**src/rtl/sweep_peak_tracker_if.sv**
```systemverilog
// sweep_peak_tracker_if
// Bundles the sweep engine's control, ADC sample and result signals.
//   master modport: sequencer / ADC side (drives start, abort, samples;
//                   reads positions, status and peak results)
//   slave  modport: the sweep engine itself
// Signals:
//   start        1-cycle sweep request (ignored while busy)
//   abort        level, ends any sweep and returns to idle
//   sample_valid ADC sample strobe
//   sample_data  ADC sample, unsigned
//   pos_h/pos_v  servo position commands
//   busy         high in every state except idle
//   done         1-cycle pulse when the return-to-peak settle finishes
//   max_v        peak averaged sample of the current/last sweep
//   max_pos_h/v  position at which max_v was taken
//   stat         state code IDLE=0 SETTLE=1 ACQ=2 EVAL=3 STEP=4 RETURN=5 FIN=6
interface sweep_peak_tracker_if #(
  parameter int DATA_W = 12,
  parameter int POS_W  = 32
);
  logic              start;
  logic              abort;
  logic              sample_valid;
  logic [DATA_W-1:0] sample_data;
  logic [POS_W-1:0]  pos_h;
  logic [POS_W-1:0]  pos_v;
  logic              busy;
  logic              done;
  logic [DATA_W-1:0] max_v;
  logic [POS_W-1:0]  max_pos_h;
  logic [POS_W-1:0]  max_pos_v;
  logic [2:0]        stat;

  modport master (
    output start, abort, sample_valid, sample_data,
    input  pos_h, pos_v, busy, done, max_v, max_pos_h, max_pos_v, stat
  );

  modport slave (
    input  start, abort, sample_valid, sample_data,
    output pos_h, pos_v, busy, done, max_v, max_pos_h, max_pos_v, stat
  );
endinterface

```
**src/rtl/sweep_peak_tracker.sv**
```systemverilog
// sweep_peak_tracker
// Two-axis serpentine raster sweep for the solar-panel optimiser. At every
// raster point it waits SETTLE_CYC cycles, averages 2^AVG_LOG2 ADC samples and
// keeps the peak average with its coordinates; after the last point it drives
// both axes back to the peak, settles, and pulses done.
// Ports:
//   clk  system clock
//   rst  synchronous reset, active-high, overrides everything
//   bus  sweep_peak_tracker_if.slave (start/abort/samples in, positions,
//        status and peak results out)
module sweep_peak_tracker #(
  parameter int          DATA_W     = 12,
  parameter int          POS_W      = 32,
  parameter int unsigned H_MIN      = 0,
  parameter int unsigned H_MAX      = 200,
  parameter int unsigned H_STEP     = 10,
  parameter int unsigned V_MIN      = 0,
  parameter int unsigned V_MAX      = 100,
  parameter int unsigned V_STEP     = 10,
  parameter int unsigned SETTLE_CYC = 1000,
  parameter int          AVG_LOG2   = 2,
  parameter int unsigned HYST       = 0
) (
  input logic                 clk,
  input logic                 rst,
  sweep_peak_tracker_if.slave bus
);

  localparam int ACC_W = DATA_W + AVG_LOG2;
  localparam int CNT_W = AVG_LOG2 + 1;
  localparam int SET_W = (SETTLE_CYC > 1) ? $clog2(SETTLE_CYC) : 1;

  localparam logic [CNT_W-1:0] CNT_LAST = CNT_W'((1 << AVG_LOG2) - 1);
  localparam logic [SET_W-1:0] SET_LAST = SET_W'(SETTLE_CYC - 1);

  localparam logic [POS_W-1:0] H_MIN_P  = POS_W'(H_MIN);
  localparam logic [POS_W-1:0] V_MIN_P  = POS_W'(V_MIN);
  localparam logic [POS_W-1:0] H_STEP_P = POS_W'(H_STEP);
  localparam logic [POS_W-1:0] V_STEP_P = POS_W'(V_STEP);

  // One extra bit on every raster compare so position + step cannot wrap.
  localparam logic [POS_W:0] H_MIN_X  = (POS_W+1)'(H_MIN);
  localparam logic [POS_W:0] H_MAX_X  = (POS_W+1)'(H_MAX);
  localparam logic [POS_W:0] H_STEP_X = (POS_W+1)'(H_STEP);
  localparam logic [POS_W:0] V_MAX_X  = (POS_W+1)'(V_MAX);
  localparam logic [POS_W:0] V_STEP_X = (POS_W+1)'(V_STEP);
  localparam logic [DATA_W:0] HYST_X  = (DATA_W+1)'(HYST);

  typedef enum logic [2:0] {
    S_IDLE   = 3'd0,
    S_SETTLE = 3'd1,
    S_ACQ    = 3'd2,
    S_EVAL   = 3'd3,
    S_STEP   = 3'd4,
    S_RETURN = 3'd5,
    S_FIN    = 3'd6
  } state_t;

  state_t            state, state_n;
  logic [POS_W-1:0]  pos_h, pos_v, max_pos_h, max_pos_v;
  logic [DATA_W-1:0] max_v;
  logic [ACC_W-1:0]  acc;
  logic [CNT_W-1:0]  cnt;
  logic [SET_W-1:0]  settle_cnt;
  logic              dir;    // 0: moving toward H_MAX, 1: moving toward H_MIN
  logic              first;  // next evaluated point is the first of the sweep

  logic              busy_c, done_c;
  logic              settle_end, last_sample, h_ok, v_ok, better;
  logic [DATA_W-1:0] avg;

  // Truncating average of the accumulated samples.
  function automatic logic [DATA_W-1:0] avg_of(input logic [ACC_W-1:0] a);
    return DATA_W'(a >> AVG_LOG2);
  endfunction

  assign settle_end  = (settle_cnt == SET_LAST);
  assign last_sample = bus.sample_valid && (cnt == CNT_LAST);
  assign h_ok = dir ? ({1'b0, pos_h} >= (H_MIN_X + H_STEP_X))
                    : (({1'b0, pos_h} + H_STEP_X) <= H_MAX_X);
  assign v_ok = (({1'b0, pos_v} + V_STEP_X) <= V_MAX_X);
  assign avg  = avg_of(acc);
  // Strictly greater than max + HYST, so ties keep the earlier point.
  assign better = first || ({1'b0, avg} > ({1'b0, max_v} + HYST_X));

  always_ff @(posedge clk) begin
    if (rst) state <= S_IDLE;
    else     state <= state_n;
  end

  always_comb begin
    state_n = state;
    busy_c  = (state != S_IDLE);
    done_c  = (state == S_FIN);
    case (state)
      S_IDLE:   if (bus.start) state_n = S_SETTLE;
      S_SETTLE: if (settle_end) state_n = S_ACQ;
      S_ACQ:    if (last_sample) state_n = S_EVAL;
      S_EVAL:   state_n = S_STEP;
      S_STEP:   state_n = (h_ok || v_ok) ? S_SETTLE : S_RETURN;
      S_RETURN: if (settle_end) state_n = S_FIN;
      S_FIN:    state_n = S_IDLE;
      default:  state_n = S_IDLE;
    endcase
    // Abort wins over every transition; in idle it also blocks start.
    if (bus.abort) state_n = (state == S_IDLE) ? S_IDLE : S_IDLE;
  end

  // Datapath: everything freezes while abort is asserted, so positions and
  // peak results hold exactly where the aborted sweep left them.
  always_ff @(posedge clk) begin
    if (rst) begin
      pos_h      <= H_MIN_P;
      pos_v      <= V_MIN_P;
      max_v      <= '0;
      max_pos_h  <= H_MIN_P;
      max_pos_v  <= V_MIN_P;
      acc        <= '0;
      cnt        <= '0;
      settle_cnt <= '0;
      dir        <= 1'b0;
      first      <= 1'b0;
    end else if (!bus.abort) begin
      case (state)
        S_IDLE: begin
          if (bus.start) begin
            pos_h      <= H_MIN_P;
            pos_v      <= V_MIN_P;
            dir        <= 1'b0;
            max_v      <= '0;
            first      <= 1'b1;
            settle_cnt <= '0;
          end
        end
        S_SETTLE: begin
          if (settle_end) begin
            acc <= '0;
            cnt <= '0;
          end else begin
            settle_cnt <= settle_cnt + 1'b1;
          end
        end
        S_ACQ: begin
          if (bus.sample_valid) begin
            acc <= acc + ACC_W'(bus.sample_data);
            cnt <= cnt + 1'b1;
          end
        end
        S_EVAL: begin
          if (better) begin
            max_v     <= avg;
            max_pos_h <= pos_h;
            max_pos_v <= pos_v;
          end
          first <= 1'b0;
        end
        S_STEP: begin
          settle_cnt <= '0;
          if (h_ok) begin
            pos_h <= dir ? (pos_h - H_STEP_P) : (pos_h + H_STEP_P);
          end else if (v_ok) begin
            pos_v <= pos_v + V_STEP_P;
            dir   <= ~dir;
          end else begin
            // Raster exhausted: head back to the peak and settle there.
            pos_h <= max_pos_h;
            pos_v <= max_pos_v;
          end
        end
        S_RETURN: begin
          if (!settle_end) settle_cnt <= settle_cnt + 1'b1;
        end
        default: ;
      endcase
    end
  end

  assign bus.pos_h     = pos_h;
  assign bus.pos_v     = pos_v;
  assign bus.max_v     = max_v;
  assign bus.max_pos_h = max_pos_h;
  assign bus.max_pos_v = max_pos_v;
  assign bus.busy      = busy_c;
  assign bus.done      = done_c;
  assign bus.stat      = state;

endmodule

```
**src/flat_wrapper.sv**
```systemverilog
// flat-port wrapper written by rule: the top's interface ports become plain ports
module sweep_peak_tracker_flat 
#(
  parameter int          DATA_W     = 12,
  parameter int          POS_W      = 32,
  parameter int unsigned H_MIN      = 0,
  parameter int unsigned H_MAX      = 200,
  parameter int unsigned H_STEP     = 10,
  parameter int unsigned V_MIN      = 0,
  parameter int unsigned V_MAX      = 100,
  parameter int unsigned V_STEP     = 10,
  parameter int unsigned SETTLE_CYC = 1000,
  parameter int          AVG_LOG2   = 2,
  parameter int unsigned HYST       = 0
)
  (clk, rst, bus_start, bus_abort, bus_sample_valid, bus_sample_data, bus_pos_h, bus_pos_v, bus_busy, bus_done, bus_max_v, bus_max_pos_h, bus_max_pos_v, bus_stat);
  sweep_peak_tracker_if #(.DATA_W(DATA_W), .POS_W(POS_W)) bus_i ();
  input logic clk;
  input logic rst;
  input wire logic [$bits(bus_i.start)-1:0] bus_start;
  input wire logic [$bits(bus_i.abort)-1:0] bus_abort;
  input wire logic [$bits(bus_i.sample_valid)-1:0] bus_sample_valid;
  input wire logic [$bits(bus_i.sample_data)-1:0] bus_sample_data;
  output wire logic [$bits(bus_i.pos_h)-1:0] bus_pos_h;
  output wire logic [$bits(bus_i.pos_v)-1:0] bus_pos_v;
  output wire logic [$bits(bus_i.busy)-1:0] bus_busy;
  output wire logic [$bits(bus_i.done)-1:0] bus_done;
  output wire logic [$bits(bus_i.max_v)-1:0] bus_max_v;
  output wire logic [$bits(bus_i.max_pos_h)-1:0] bus_max_pos_h;
  output wire logic [$bits(bus_i.max_pos_v)-1:0] bus_max_pos_v;
  output wire logic [$bits(bus_i.stat)-1:0] bus_stat;
  assign bus_i.start = bus_start;
  assign bus_i.abort = bus_abort;
  assign bus_i.sample_valid = bus_sample_valid;
  assign bus_i.sample_data = bus_sample_data;
  assign bus_pos_h = bus_i.pos_h;
  assign bus_pos_v = bus_i.pos_v;
  assign bus_busy = bus_i.busy;
  assign bus_done = bus_i.done;
  assign bus_max_v = bus_i.max_v;
  assign bus_max_pos_h = bus_i.max_pos_h;
  assign bus_max_pos_v = bus_i.max_pos_v;
  assign bus_stat = bus_i.stat;
  sweep_peak_tracker #(.DATA_W(DATA_W), .POS_W(POS_W), .H_MIN(H_MIN), .H_MAX(H_MAX), .H_STEP(H_STEP), .V_MIN(V_MIN), .V_MAX(V_MAX), .V_STEP(V_STEP), .SETTLE_CYC(SETTLE_CYC), .AVG_LOG2(AVG_LOG2), .HYST(HYST)) u_core (.clk(clk), .rst(rst), .bus(bus_i));
endmodule
```
**config.mk**
```make
export PLATFORM = sky130hd
export DESIGN_NAME = sweep_peak_tracker_flat
export DESIGN_NICKNAME = d
export VERILOG_FILES = /design/src/rtl/sweep_peak_tracker_if.sv /design/src/rtl/sweep_peak_tracker.sv /design/src/flat_wrapper.sv
export SDC_FILE = /design/constraint.sdc
export NUM_CORES = 1
export LEC_CHECK = 0
export BUFFER_PORTS_ARGS = -buffer_cell sky130_fd_sc_hd__buf_2
export CORE_AREA = 2 2 254 156
export DETAILED_ROUTE_END_ITERATION = 12
export DIE_AREA = 0 0 256 158
export PLACE_DENSITY = 0.5
export SLEW_MARGIN = 20
export SYNTH_ARGS = -nofsm -noshare
export SYNTH_HDL_FRONTEND = slang
export SYNTH_SLANG_ARGS = --single-unit
```
**constraint.sdc**
```tcl
create_clock -name clk -period 6.84 [get_ports clk]
set_input_delay 0.684 -clock clk [delete_from_list [all_inputs] [get_ports clk]]
set_output_delay 0.684 -clock clk [all_outputs]
set_load 0.03 [all_outputs]
```
Word level (Yosys, flattened, before mapping):

Cells that the tools add are included.

* output and inout bits: 145
* register bits after elaboration: 172
* logic and storage cells: 96

* add/subtract/negate cells: 8
* $lt $le $gt $ge: 4
* multiplexer cells: 33
* bitwise operators: 2
* equal/unequal tests: 18
* reductions and logical operators: 20

Operators with widths (count)
* 2-to-1 mux 32 bit: 6
* case mux 32 bit (2 select lines): 2
* adder 32 x 4 -> 33 bit (second input constant): 2
* adder 32 x 4 -> 32 bit (second input constant): 2
* <= comparator 33 x 7 -> 1 bit (second input constant): 1
* <= comparator 33 x 8 -> 1 bit (second input constant): 1
* >= comparator 32 x 4 -> 1 bit (second input constant): 1
* subtractor 32 x 4 -> 32 bit (second input constant): 1
* case mux 10 bit (3 select lines): 1
* 2-to-1 mux 14 bit: 2
* case mux 14 bit (2 select lines): 1
* 2-to-1 mux 12 bit: 2
* case mux 12 bit (2 select lines): 1
* AND reduction 4 bit: 6
* 2-to-1 mux 3 bit: 7
* 2-to-1 mux 10 bit: 2
* case mux 3 bit (6 select lines): 1
* adder 14 x 12 -> 14 bit: 1
* greater-than comparator 12 bit: 1
* adder 10 x 1 -> 10 bit (second input constant): 1
* equality test 10 bit (second input constant): 1
* inequality test 2 x 1 -> 1 bit (second input constant): 5
* equality test 3 x 2 -> 1 bit (second input constant): 3
* equality test 3 bit (second input constant): 3
* 16 further kinds: 31

Longest topological paths before layout:

* word-level depth: 6
* depth in mapped cells: 15
* mapped depth without buffers: 12

Least setup slack after synthesis:

OpenSTA, ideal clock, no wires.

* path kind: register to register
* start point: reg u_core.pos_h[1], in the netlist u_core.bus.pos_h[1]
* end point: reg u_core.pos_h[1], in the netlist u_core.bus.pos_h[1]
* cell stages (with the launch flop): 15
* path slack: 3464 ps
* period minus slack after synthesis: 3376 ps
* arrival time: 3244 ps
* path buffers: 3
* cells stage by stage: dfxtp_1 > buf_2 > inv_1 > ha_1 > nor4_1 > a21oi_1 > o32ai_1 > o2bb2ai_1 > a221oi_1 > or4_4 > o21a_1 > buf_6 > buf_2 > a221oi_1 > a21oi_1

* longest elaborated chain between the ends: 5
* elaborated cells between the ends (all ways): 11

Ends and longest elaborated chain
* start: declaration: RTL line sweep_peak_tracker.sv:60 `logic [POS_W-1:0] pos_h, pos_v, max_pos_h, max_pos_v;`
* start signal: assignment: RTL line sweep_peak_tracker.sv:160 `pos_h <= dir ? (pos_h - H_STEP_P) : (pos_h + H_STEP_P);`
* start signal: assignment: RTL line sweep_peak_tracker.sv:166 `pos_h <= max_pos_h;`
* adder 32 x 4 -> 33 bit: RTL line sweep_peak_tracker.sv:80 `: (({1'b0, pos_h} + H_STEP_X) <= H_MAX_X);`
* <= comparator 33 x 8 -> 1 bit: RTL line sweep_peak_tracker.sv:80
* 2-to-1 mux 1 bit: RTL line sweep_peak_tracker.sv:79 `assign h_ok = dir ? ({1'b0, pos_h} >= (H_MIN_X + H_STEP_X))`
* inequality test 3 x 2 -> 1 bit (no source line) or 2-to-1 mux 32 bit (tied branches)
* AND reduction 4 bit (no source line) or case mux 32 bit (2 select lines) (tied branches)

Several ways; a longest one is shown, not always the timed one.
A chain may end at the register's enable or synchronous reset.

Worst setup path in the final report:

* start point: reg u_core.pos_h[1], in the netlist u_core.bus.pos_h[1]
* end point: reg u_core.pos_h[20], in the netlist u_core.bus.pos_h[20]

Same word-level chain as after synthesis.

==> impl_metrics.json <==
{
  "end_kind": "flop",
  "wirelength_um": 34400,
  "fmax_ghz": 0.226,
  "cts_resized": 0,
  "drive_gt1_share_pct": 16.5,
  "top_usage_layer": "met1",
  "cts_buffers": 17,
  "die_w_um": 256,
  "nNetsFinal": 1458,
  "grt_overflow_total": 0,
  "yosys_warnings": 0,
  "maxCapViolations": 0,
  "fin_util_pct": 30.0,
  "ys_ff_latch": 172,
  "use_met3_pct": 3.81,
  "numPortBuffers": 161,
  "setup_viol_count_final": 0,
  "slowest_stage": "dfxtp_1",
  "netlist_top_cells_count": "nand2_1, a21oi_1, dfxtp_1",
  "start_util_pct": 25.5,
  "tns_ps": 0,
  "slew_headroom_pct": 37.8,
  "postCtsSetupRepairBufs": 0,
  "worstPathArrival_ps": 4800,
  "ant_nets": 0,
  "syn_to_final_growth_pct": 17.7,
  "grtUsageTotal_pct": 16.9,
  "gp_congestion": 0.889,
  "cts_root_buffer": "clkbuf_16",
  "grtUsageMet1_pct": 24.9,
  "grt_pass1_vias": 8984,
  "whs_ps": 468,
  "finish.instance_area_um2": 11500,
  "yosys-top-cells-area": "dfxtp_1, a21oi_1, nand2_1",
  "grt.met2_usage_pct": 24.0,
  "yosysMostFrequentCell": "nand2_1",
  "synth_nets": 1362,
  "cp-start-kind": "flop",
  "synthCells": 1313,
  "timing.final.crit_share_pct": 64.7,
  "dpl-instance-area_um2": 10900,
  "cts.sinks": 172,
  "ctsHoldBuffers": 0,
  "yosysSeqAreaShare_pct": 35.2,
  "die-area_um2": 40400,
  "ir_worst_vdd_uv": 154,
  "routed-via-count": 9904,
  "path_class": "flop to flop",
  "async_reset_ff_share_pct": 0,
  "drt_iter0_drc": 811,
  "first_pass_iters": 5,
  "synth_area_um2": 9770,
  "hold_path.class": "flop to flop",
  "period_needed_ps": 4420,
  "synth_area_leader_cell": "dfxtp_1",
  "post_synth.cell_area_avg_um2": 7.44,
  "grt_first_pass_wirelength_um": 53600,
  "power.density_nw_per_um2": 180,
  "path_clk_slew_ps": 70,
  "drc": 0,
  "ios": 162,
  "cpPeakStageDelay_ps": 570,
  "clock_latency_ps": 460,
  "rsz0062_at_grt": "false",
  "tightest_slew_ps": 932,
  "crit_chain": "ha_1 > o21a_1 > nand3_1 > nor4_1 > xnor2_1 > o2111ai_1 > or4_4 > o21a_2 > buf_4 > nor2_4 > a31oi_1 > o22ai_1",
  "synth.top_cell.area_share_pct": 35.2,
  "synth_top_flop_cell": "dfxtp_1",
  "dp_hpwl_um": 24300,
  "fin_skew_ps": 16.4,
  "finalMaxSlewViolations": 0,
  "hold_viol": 0,
  "grt_start_max_net_pins": 77,
  "cellLeakagePower_uw": 0.00438,
  "clock_path_buffers": 2,
  "wl_per_cell_um": 17.7,
  "antenna_found_initial": 0,
  "cp_top_family": "simple AND/OR/NAND/NOR gates",
  "synth.distinct_cells": 75,
  "htree_levels": 4,
  "fp.dieH_um": 158,
  "viasPerCell": 5.09,
  "synth-edff-count": 0,
  "core_um2": 38300,
  "outcome": "complete, no violations",
  "cts_tree": "yes",
  "cp.required_ps": 7210,
  "num_rows": 56,
  "crit_path_max_fanout": 34,
  "crit_buf_inv": 1
}
==> cells in the final DEF, fill, tap and decap left out, types with 9 or more instances in the layout <==
cell type,synthesis,final
nand3_1,49,49
o32ai_1,10,10
nand2b_1,10,10
nor4_1,18,18
dfxtp_1,172,172
xnor2_1,27,27
a31oi_1,17,17
nand4_1,26,26
a21oi_1,183,183
nor3_1,69,69
buf_4,2,14
inv_1,53,53
nor2_1,95,94
ha_1,31,31
xor2_1,12,12
a22oi_1,19,19
and4_1,9,9
buf_2,18,160
o22ai_1,19,19
clkbuf_16,0,17
o21ai_0,23,22
or3_1,13,13
nand2_1,213,213
a21o_1,11,11
==> final timing paths <==
| path | depth (start not counted) | from | endpoint | slack, ps |
|---|---|---|---|---|
| setup / recovery | 12 | u_core.bus.pos_h[1] | u_core.bus.pos_h[20] | 2420 |
| setup reg to reg | 12 | u_core.bus.pos_h[1] | u_core.bus.pos_h[20] | 2420 |
| hold / removal | 2 | u_core.bus.max_pos_v[7] | u_core.bus.max_pos_v[7] | 470 |
| hold reg to reg | 2 | u_core.bus.max_pos_v[7] | u_core.bus.max_pos_v[7] | 470 |
==> per-layer routing <==
layer  wire [µm]  vias to the layer above
met4         607                        0
li1            -                     4895
met3        1990                       30
met5           0                        -
met1       17700                     4685
met2       14100                      294
==> flip-flops by register name (all words and copies together), names as in the netlist <==
| register | flops |
|---|---|
| u_core.settle_cnt | 10 |
| u_core.cnt | 3 |
| u_core.bus.max_v | 12 |
| u_core.acc | 14 |
| u_core.bus.max_pos_v | 32 |
| u_core.bus.pos_h | 32 |
| u_core.dir | 1 |
| u_core.bus.pos_v | 32 |
| u_core.bus.stat | 3 |
| u_core.first | 1 |
| u_core.bus.max_pos_h | 32 |
==> worst min-delay path: stages (launching register included) <==
cell and delay, ps:
dfxtp_1 320, nand2_1 50, a21oi_1 50
==> report_power, final <==
part | internal [µW] | leakage, µW | switching, µW | total, µW
clock | 523 | 0.000284 | 466 | 989
combinational | 22.0 | 0.00271 | 55.2 | 77.2
sequential | 1000 | 0.00139 | 4.97 | 1010
==> cell families (layout without fill, tap and decap cells) <==
| family | Yosys count | after routing | share of synthesized area [%] |
|---|---|---|---|
| AND/OR/NAND/NOR | 559 | 559 | 27.5 |
| AO/OA/AOI/OAI | 354 | 354 | 22.4 |
| flip-flops | 172 | 172 | 35.2 |
| buffers and inverters | 150 | 259 | 6.38 |
| XOR/XNOR | 39 | 39 | 3.50 |
| adder cells (fa/ha/maj) | 32 | 32 | 4.18 |
| multiplexers | 7 | 7 | 0.743 |
| other | 0 | 1 | 0 |
==> metrics by stage <==
| step | total power [µW] | std cells | setup WS, ps |
|---|---|---|---|
| after floorplan | 1080 | 1313 | 3460 |
| after global placement | 1110 | 1912 | 2640 |
| after detailed placement | 1110 | 1912 | 2510 |
| after CTS | 2110 | 1944 | 2470 |
| after global routing | 2160 | 1944 | 2070 |
| final | 2070 | 1945 | 2420 |
==> layout make-up <==
type	instances	area (µm²)
Clock inverter	12	128
Multi-Input combinational cell	991	5720
Timing Repair Buffer	174	906
Sequential cell	172	3440
Fill cell	4189	26800
Antenna cell	1	2.50
Inverter	53	199
Clock buffer	20	447
Tap cell	522	653
(Power assumes the default switching activity.)
